===== src/rtl/ssd_scan_ctrl.sv =====
// ============================================================================
// ssd_scan_ctrl
// ----------------------------------------------------------------------------
// Refresh scheduler for a 4-digit multiplexed seven-segment display.
//
// The four anodes share one set of segment lines. Each digit is driven for
// DIGIT_CYCLES cycles. Before each digit there is an all-off gap of
// BLANK_CYCLES cycles, which prevents ghosting. Hex nibbles are decoded to
// active-low segment patterns.
//
// New 4-digit frames arrive over a valid/ready handshake into a pending
// buffer. The pending buffer is copied to the active buffer only on a frame
// boundary (the end of the digit-3 drive slot) or while the scanner is off.
// Because of this, a frame on the display never tears.
//
// Parameters
//   DIGIT_CYCLES  cycles each digit is driven (>= 1)
//   BLANK_CYCLES  all-anodes-off cycles before each digit (>= 1)
//   CNT_W         phase counter width; holds max(DIGIT,BLANK)-1
//
// Ports
//   i_w_clk         clock, rising edge
//   i_w_reset_n     asynchronous active-low reset
//   i_w_en          scan enable; low blanks the display
//   i_w_data[15:0]  four hex nibbles, digit k = [4k+3:4k], digit 0 = AN0
//   i_w_dp[3:0]     decimal point per digit, 1 = lit
//   i_w_valid       producer offers data/dp
//   o_w_ready       pending buffer empty; transfer on valid && ready
//   o_r_AN0..AN3    anode enables, active-low
//   o_r_CA..CG      segments a..g, active-low
//   o_r_DP          decimal point segment, active-low
//   o_r_frame_done  one-cycle pulse after each completed digit-3 drive slot
//
// Optional feature
//   SSD_LZ_SUPPRESS_EN  when defined, leading zeros are suppressed. Digit k
//                       (k = 1..3) keeps its anode off if it and every higher
//                       digit has a zero nibble and a clear dp bit. Digit 0
//                       is always shown. Slot timing does not change.
// ============================================================================
module ssd_scan_ctrl #(
    parameter int DIGIT_CYCLES = 1000,
    parameter int BLANK_CYCLES = 16,
    parameter int CNT_W        = 16
) (
    input  logic        i_w_clk,
    input  logic        i_w_reset_n,
    input  logic        i_w_en,
    input  logic [15:0] i_w_data,
    input  logic [3:0]  i_w_dp,
    input  logic        i_w_valid,
    output logic        o_w_ready,
    output logic        o_r_AN0,
    output logic        o_r_AN1,
    output logic        o_r_AN2,
    output logic        o_r_AN3,
    output logic        o_r_CA,
    output logic        o_r_CB,
    output logic        o_r_CC,
    output logic        o_r_CD,
    output logic        o_r_CE,
    output logic        o_r_CF,
    output logic        o_r_CG,
    output logic        o_r_DP,
    output logic        o_r_frame_done
);

    typedef enum logic [1:0] {
        S_OFF   = 2'd0,
        S_BLANK = 2'd1,
        S_DRIVE = 2'd2
    } state_t;

    localparam logic [CNT_W-1:0] BLANK_LAST = CNT_W'(BLANK_CYCLES - 1);
    localparam logic [CNT_W-1:0] DIGIT_LAST = CNT_W'(DIGIT_CYCLES - 1);

    // Segment pattern, bit 6 = a ... bit 0 = g, active-low.
    function automatic logic [6:0] decode(input logic [3:0] nib);
        logic [6:0] seg;
        case (nib)
            4'h0: seg = 7'b0000001;
            4'h1: seg = 7'b1001111;
            4'h2: seg = 7'b0010010;
            4'h3: seg = 7'b0000110;
            4'h4: seg = 7'b1001100;
            4'h5: seg = 7'b0100100;
            4'h6: seg = 7'b0100000;
            4'h7: seg = 7'b0001111;
            4'h8: seg = 7'b0000000;
            4'h9: seg = 7'b0000100;
            4'hA: seg = 7'b0001000;
            4'hB: seg = 7'b1100000;
            4'hC: seg = 7'b0110001;
            4'hD: seg = 7'b1000010;
            4'hE: seg = 7'b0110000;
            default: seg = 7'b0111000;
        endcase
        return seg;
    endfunction

    // ------------------------------------------------------------------------
    // State
    // ------------------------------------------------------------------------
    state_t           state_q, state_d;
    logic [1:0]       idx_q, idx_d;
    logic [CNT_W-1:0] cnt_q, cnt_d;
    logic             en_q;           // i_w_en seen on the previous edge

    logic [15:0]      active_data_q, active_data_d;
    logic [3:0]       active_dp_q, active_dp_d;
    logic [15:0]      pend_data_q, pend_data_d;
    logic [3:0]       pend_dp_q, pend_dp_d;
    logic             pend_valid_q, pend_valid_d;

    logic [3:0]       an_q, an_d;
    logic [6:0]       seg_q, seg_d;
    logic             dp_q, dp_d;
    logic             frame_done_q;

    logic             boundary;       // this edge ends the digit-3 drive slot
    logic             swap;
    logic             xfer;

    // ------------------------------------------------------------------------
    // Scan sequencing
    // ------------------------------------------------------------------------
    always_comb begin
        state_d  = state_q;
        idx_d    = idx_q;
        cnt_d    = cnt_q;
        boundary = 1'b0;
        case (state_q)
            S_OFF: begin
                idx_d = 2'd0;
                cnt_d = '0;
                // Requiring en on two consecutive edges means the first
                // blank gap starts one edge after en is first seen.
                if (i_w_en && en_q) begin
                    state_d = S_BLANK;
                end
            end
            S_BLANK: begin
                if (cnt_q == BLANK_LAST) begin
                    state_d = S_DRIVE;
                    cnt_d   = '0;
                end else begin
                    cnt_d = cnt_q + CNT_W'(1);
                end
            end
            S_DRIVE: begin
                if (cnt_q == DIGIT_LAST) begin
                    state_d  = S_BLANK;
                    cnt_d    = '0;
                    idx_d    = idx_q + 2'd1;
                    boundary = (idx_q == 2'd3);
                end else begin
                    cnt_d = cnt_q + CNT_W'(1);
                end
            end
            default: begin
                state_d = S_OFF;
                idx_d   = 2'd0;
                cnt_d   = '0;
            end
        endcase
        // Disable wins from any state; a partial frame is dropped without
        // a frame_done pulse.
        if (!i_w_en) begin
            state_d  = S_OFF;
            idx_d    = 2'd0;
            cnt_d    = '0;
            boundary = 1'b0;
        end
    end

    // ------------------------------------------------------------------------
    // Double buffering
    // ------------------------------------------------------------------------
    // A transfer needs the pending buffer empty, and a swap needs it full.
    // The two therefore never happen on the same edge.
    assign xfer = i_w_valid && !pend_valid_q;
    assign swap = pend_valid_q && ((state_q == S_OFF) || boundary);

    always_comb begin
        active_data_d = active_data_q;
        active_dp_d   = active_dp_q;
        pend_data_d   = pend_data_q;
        pend_dp_d     = pend_dp_q;
        pend_valid_d  = pend_valid_q;
        if (swap) begin
            active_data_d = pend_data_q;
            active_dp_d   = pend_dp_q;
            pend_valid_d  = 1'b0;
        end
        if (xfer) begin
            pend_data_d  = i_w_data;
            pend_dp_d    = i_w_dp;
            pend_valid_d = 1'b1;
        end
    end

    // ------------------------------------------------------------------------
    // Per-digit views of the next active buffer
    // ------------------------------------------------------------------------
    logic [3:0] nib [4];
    logic [3:0] suppress;

    generate
        for (genvar gi = 0; gi < 4; gi++) begin : g_nib
            assign nib[gi] = active_data_d[4*gi +: 4];
        end
    endgenerate

`ifdef SSD_LZ_SUPPRESS_EN
    // blank_from[k]: digit k and every digit above it is a plain zero.
    logic [4:0] blank_from;
    assign blank_from[4] = 1'b1;
    generate
        for (genvar gi = 3; gi >= 0; gi--) begin : g_lz
            assign blank_from[gi] = blank_from[gi+1] &&
                                    (nib[gi] == 4'h0) && !active_dp_d[gi];
        end
    endgenerate
    assign suppress = {blank_from[3:1], 1'b0};
`else
    assign suppress = 4'b0000;
`endif

    // ------------------------------------------------------------------------
    // Output drive, computed from the next state so that every output
    // register changes on the same edge as the state.
    // ------------------------------------------------------------------------
    always_comb begin
        an_d  = 4'hF;
        seg_d = 7'h7F;
        dp_d  = 1'b1;
        if (state_d == S_DRIVE) begin
            seg_d = decode(nib[idx_d]);
            dp_d  = !active_dp_d[idx_d];
            if (!suppress[idx_d]) begin
                an_d = ~(4'b0001 << idx_d);
            end
        end
    end

    // ------------------------------------------------------------------------
    // Registers
    // ------------------------------------------------------------------------
    always_ff @(posedge i_w_clk or negedge i_w_reset_n) begin
        if (!i_w_reset_n) begin
            state_q       <= S_OFF;
            idx_q         <= 2'd0;
            cnt_q         <= '0;
            en_q          <= 1'b0;
            active_data_q <= 16'h0000;
            active_dp_q   <= 4'b0000;
            pend_data_q   <= 16'h0000;
            pend_dp_q     <= 4'b0000;
            pend_valid_q  <= 1'b0;
            an_q          <= 4'hF;
            seg_q         <= 7'h7F;
            dp_q          <= 1'b1;
            frame_done_q  <= 1'b0;
        end else begin
            state_q       <= state_d;
            idx_q         <= idx_d;
            cnt_q         <= cnt_d;
            en_q          <= i_w_en;
            active_data_q <= active_data_d;
            active_dp_q   <= active_dp_d;
            pend_data_q   <= pend_data_d;
            pend_dp_q     <= pend_dp_d;
            pend_valid_q  <= pend_valid_d;
            an_q          <= an_d;
            seg_q         <= seg_d;
            dp_q          <= dp_d;
            frame_done_q  <= boundary;
        end
    end

    assign o_w_ready      = !pend_valid_q;
    assign o_r_AN0        = an_q[0];
    assign o_r_AN1        = an_q[1];
    assign o_r_AN2        = an_q[2];
    assign o_r_AN3        = an_q[3];
    assign o_r_CA         = seg_q[6];
    assign o_r_CB         = seg_q[5];
    assign o_r_CC         = seg_q[4];
    assign o_r_CD         = seg_q[3];
    assign o_r_CE         = seg_q[2];
    assign o_r_CF         = seg_q[1];
    assign o_r_CG         = seg_q[0];
    assign o_r_DP         = dp_q;
    assign o_r_frame_done = frame_done_q;

endmodule


===== config.mk =====
export PLATFORM = sky130hd
export DESIGN_NAME = ssd_scan_ctrl
export DESIGN_NICKNAME = d
export VERILOG_FILES = /design/src/rtl/ssd_scan_ctrl.sv
export SDC_FILE = /design/constraint.sdc
export NUM_CORES = 1
export LEC_CHECK = 0
export BUFFER_PORTS_ARGS = -buffer_cell sky130_fd_sc_hd__buf_2
export CELL_PAD_IN_SITES_DETAIL_PLACEMENT = 1
export CELL_PAD_IN_SITES_GLOBAL_PLACEMENT = 1
export CORE_MARGIN = 2
export CORE_UTILIZATION = 35
export CTS_BUF_LIST = sky130_fd_sc_hd__clkbuf_8
export DETAILED_ROUTE_END_ITERATION = 6
export GPL_ROUTABILITY_DRIVEN = 0
export GPL_TIMING_DRIVEN = 0
export PLACE_DENSITY_LB_ADDON = 0.1
export SYNTH_ARGS = -nofsm -noshare
export SYNTH_HDL_FRONTEND = slang
export SYNTH_SLANG_ARGS = --single-unit

===== constraint.sdc =====
create_clock -name i_w_clk -period 5.6 [get_ports i_w_clk]
set_input_delay 0.28 -clock i_w_clk [delete_from_list [all_inputs] [get_ports i_w_clk]]
set_output_delay 0.28 -clock i_w_clk [all_outputs]
set_load 0.02 [all_outputs]

==> flow_metrics.env <==
export IMPL_outcome="finished, final reports clean"
export IMPL_cts_resized=0
export IMPL_fin_setup_tns_ps=0
export IMPL_overflow=0
export IMPL_hold_viol=0
export IMPL_rows=38
export IMPL_cts_max_level=3
export IMPL_fill_cells=1191
export IMPL_postRouteAntennaNets=0
export IMPL_synthSimpleGateAreaFrac_pct=17.0
export IMPL_crit_slowest_cell="or4b_1"
export IMPL_rsz0062_at_grt="no"
export IMPL_r2r_slack_ps=1550
export IMPL_critical_path_class="flop to flop"
export IMPL_slew_headroom_pct=49.3
export IMPL_synthAdderAreaFrac_pct=3.90
export IMPL_cpLargestDelayFamily="simple AND/OR/NAND/NOR gates"
export IMPL_hp_start="i_w_en"
export IMPL_die_x_um=109
export IMPL_yosysUniqueCellTypes=69
export IMPL_worstPathCellList="inv_1 > ha_1 > or4b_1 > or4_4 > buf_6 > nor2_8 > buf_12 > o21ai_4 > mux2_4 > a221oi_4 > inv_2 > ha_1 > o311ai_0"
export IMPL_die_h_um=109
export IMPL_first_pass_iters=4
export IMPL_multiInputGateArea_um2=1800
export IMPL_cts_sinks=75
export IMPL_p_clk_share_pct=23.9
export IMPL_finalPower_w=0.00200
export IMPL_wirelength_um=9240
export IMPL_ff2ff_path_depth=13
export IMPL_p_sw_share_pct=35.4
export IMPL_synth_top_family_by_area="simple AND/OR/NAND/NOR gates"
export IMPL_worstReg2RegEnd="seg_q[4]"
export IMPL_yosysSeqAreaShare_pct=49.1
export IMPL_min_to="en_q"
export IMPL_diodes=0
export IMPL_ys_flop_type="dfrtp_1"
export IMPL_fmax_mhz=247
export IMPL_synth_edff_count=0
export IMPL_grt_max_degree=48
export IMPL_detail_route_wl_per_cell_um=17.4
export IMPL_pin_count=38
export IMPL_whs_ps=116
export IMPL_muxShareOfSynthArea_pct=9.26
export IMPL_dieArea_um2=11900
export IMPL_drive_gt1_share_pct=29.1
export IMPL_period_needed_ps=4050
export IMPL_grt_pass1_vias=2975
export IMPL_synth_compound_area_share_pct=13.1
export IMPL_grt_pass1_wl_um=15400
export IMPL_worst_path_buf_inv=4
export IMPL_synth_cell_area_um2=3850
export IMPL_hold_depth=1
export IMPL_post_synth_xor_area_fraction_pct=3.41
export IMPL_setup_violations=0
export IMPL_dpl_cell_count=515
export IMPL_peakVddDrop_mv=0.172
export IMPL_place_hpwl_um=6640
export IMPL_crit_top_cell="ha_1"
export IMPL_port_buffers=37
export IMPL_async_flop_share_pct=100
export IMPL_hp_class="input port to flop"
export IMPL_path_clk_slew_ps=80
export IMPL_yosys_warnings=0
export IMPL_seqCellArea_um2=1890
export IMPL_synth_top_area_cell="dfrtp_1"
export IMPL_tightest_slew_ps=760
export IMPL_synth_top_area_share_pct=40.9
export IMPL_cts_tree="yes"
export IMPL_antenna_found_initial=0
export IMPL_intPower_w=0.00129
export IMPL_finalCritPeriodShare_pct=72.3
export IMPL_worst_setup_path_end_kind="flop"
export IMPL_grtUsageTotal_pct=17.1
export IMPL_cts_buffers=9
export IMPL_start_kind="flop"
export IMPL_fin_nets=423
export IMPL_syn_avg_cell_area_um2=11.4
export IMPL_vias=2836
export IMPL_synthCells=337
export IMPL_cp_arrival_ps=4300
export IMPL_synth_nets=373
export IMPL_r2r_start="state_q[0]"
export IMPL_viasPerCell=5.33
export IMPL_syn_to_final_growth_pct=16.2
export IMPL_switchingPower_w=0.000707
export IMPL_drc_errors=0
export IMPL_yosys_register_bits=75
export IMPL_drtIter0Drc=102
export IMPL_ctsRootBufferMaster="clkbuf_8"
export IMPL_maxCapViolCount=0
export IMPL_slowest_delay_ps=530
export IMPL_finalClockSkew_ps=13.2
export IMPL_ys_top_cells_by_area="dfrtp_1 41%, dfstp_2 8.2%, mux2_2 7.3%, ha_1 3.9%, nor2_1 2.5%"
export IMPL_p_comb_share_pct=36.8
export IMPL_seqPwrFrac_pct=39.3
export IMPL_start_util_pct=35.7
export IMPL_coreArea_um2=10800
export IMPL_crit_path_max_fanout=10
export IMPL_slew_viol_final=0
export IMPL_power_density_nw_per_um2=446
export IMPL_p_leak_nw=1.83
export IMPL_clk_latency_ps=370
export IMPL_fin_cells=532
export IMPL_cp_data_required_time_ps=5850
export IMPL_cts_buffer_depth=2
==> per-stage QoR <==
| stage | area [um^2] | utilization, % | setup WS [ps] |
|---|---|---|---|
| after global routing | 4480 | 41.5 | 1280 |
| after detailed placement | 4240 | 39.3 | 1510 |
| after CTS | 4480 | 41.5 | 1500 |
| after floorplan | 3850 | - | 2030 |
| final | 4480 | 41.5 | 1550 |
| after global placement | 4210 | 39.0 | 1530 |
==> logic make-up (layout without fill, tap and decap cells) <==
family                     Yosys count  count (layout)
and+or+nand+nor                    118             118
muxes                               32              32
buffers and inverters               27              82
AOI/OAI and AO/OA                   58              58
xor gates and xnor gates            15              15
adders and majority gates           12              12
DFF                                 75              75
==> synth_stat cells (all sizes together), types with 2 or more instances <==
master / number
dfrtp: 63
nor2: 28
mux2: 26
nand2: 23
nand3: 14
nand4: 14
a22oi: 12
dfstp: 12
ha: 12
inv: 10
nand2b: 10
buf: 9
o211ai: 9
xor2: 8
clkbuf: 7
xnor2: 7
and2: 6
mux2i: 6
nor2b: 5
o21ai: 4
o221ai: 4
a211oi: 3
a21oi: 3
a221oi: 3
a222oi: 3
and3: 3
or4: 3
a21boi: 2
a22o: 2
nor3: 2
o2111ai: 2
o41ai: 2
or2b: 2
==> worst max-delay path by stage <==
stage	startpoint	end	slack, ps	cells past startpoint
2_1_floorplan	state_q[0]	seg_q[3]	2030	15
3_3_place_gp	state_q[0]	seg_q[3]	1530	15
3_5_place_dp	state_q[0]	seg_q[3]	1510	15
4_1_cts	state_q[0]	seg_q[3]	1500	15
5_1_grt	state_q[0]	seg_q[6]	1280	14
6_report	state_q[0]	seg_q[4]	1550	13
==> registers in the layout, indices dropped and copies added, names as in the netlist <==
register	flops
idx_q	2
o_r_frame_done	1
cnt_q	16
pend_valid_q	1
en_q	1
active_data_q	16
active_dp_q	4
seg_q	7
o_r_DP	1
pend_data_q	16
an_q	4
pend_dp_q	4
state_q	2
==> layer usage <==
layer	share of wire, %	track usage (%)	vias to the layer above
met5	0	0	-
met4	1.4	6.32	0
met3	2.8	3.23	9
met2	49	28.1	40
met1	47	22.4	1447
li1	-	-	1340
==> final cells by class <==
class / instances / area share (%)
flip-flops and latches: 75 / 42.2
multi-input cells: 235 / 40.1
repair buffers: 39 / 5.03
well taps: 140 / 3.91
plain buffers: 17 / 2.85
clock buffers: 9 / 2.77
clock inverters: 7 / 2.26
inverters: 10 / 0.838
==> layout by cell type (no fill, tap or decap), types with 9 or more instances in the layout <==
master    count
mux2_2       25
ha_1         12
clkbuf_8      9
nand2b_1     10
dfstp_2      12
a22oi_1      12
buf_2        38
nand2_1      23
nand4_1      14
nor2_1       26
nand3_1      14
dfrtp_1      63
==> power by group through the flow <==
stage | sequential (W) | clock (W) | combinational [W]
global route | 0.000807 | 0.000518 | 0.000819
global placement | 0.000789 | 0 | 0.000720
detailed placement | 0.000795 | 0 | 0.000738
finish | 0.000785 | 0.000478 | 0.000734
CTS | 0.000785 | 0.000497 | 0.000743
floorplan | 0.000762 | 0 | 0.000569
==> repair_timing <==
item                                   CTS  global route
endpoints found under the hold margin   22             0
hold buffers                             1             0
buffers inserted                         0             0
No activity file was read; power rests on OpenSTA's default activity.
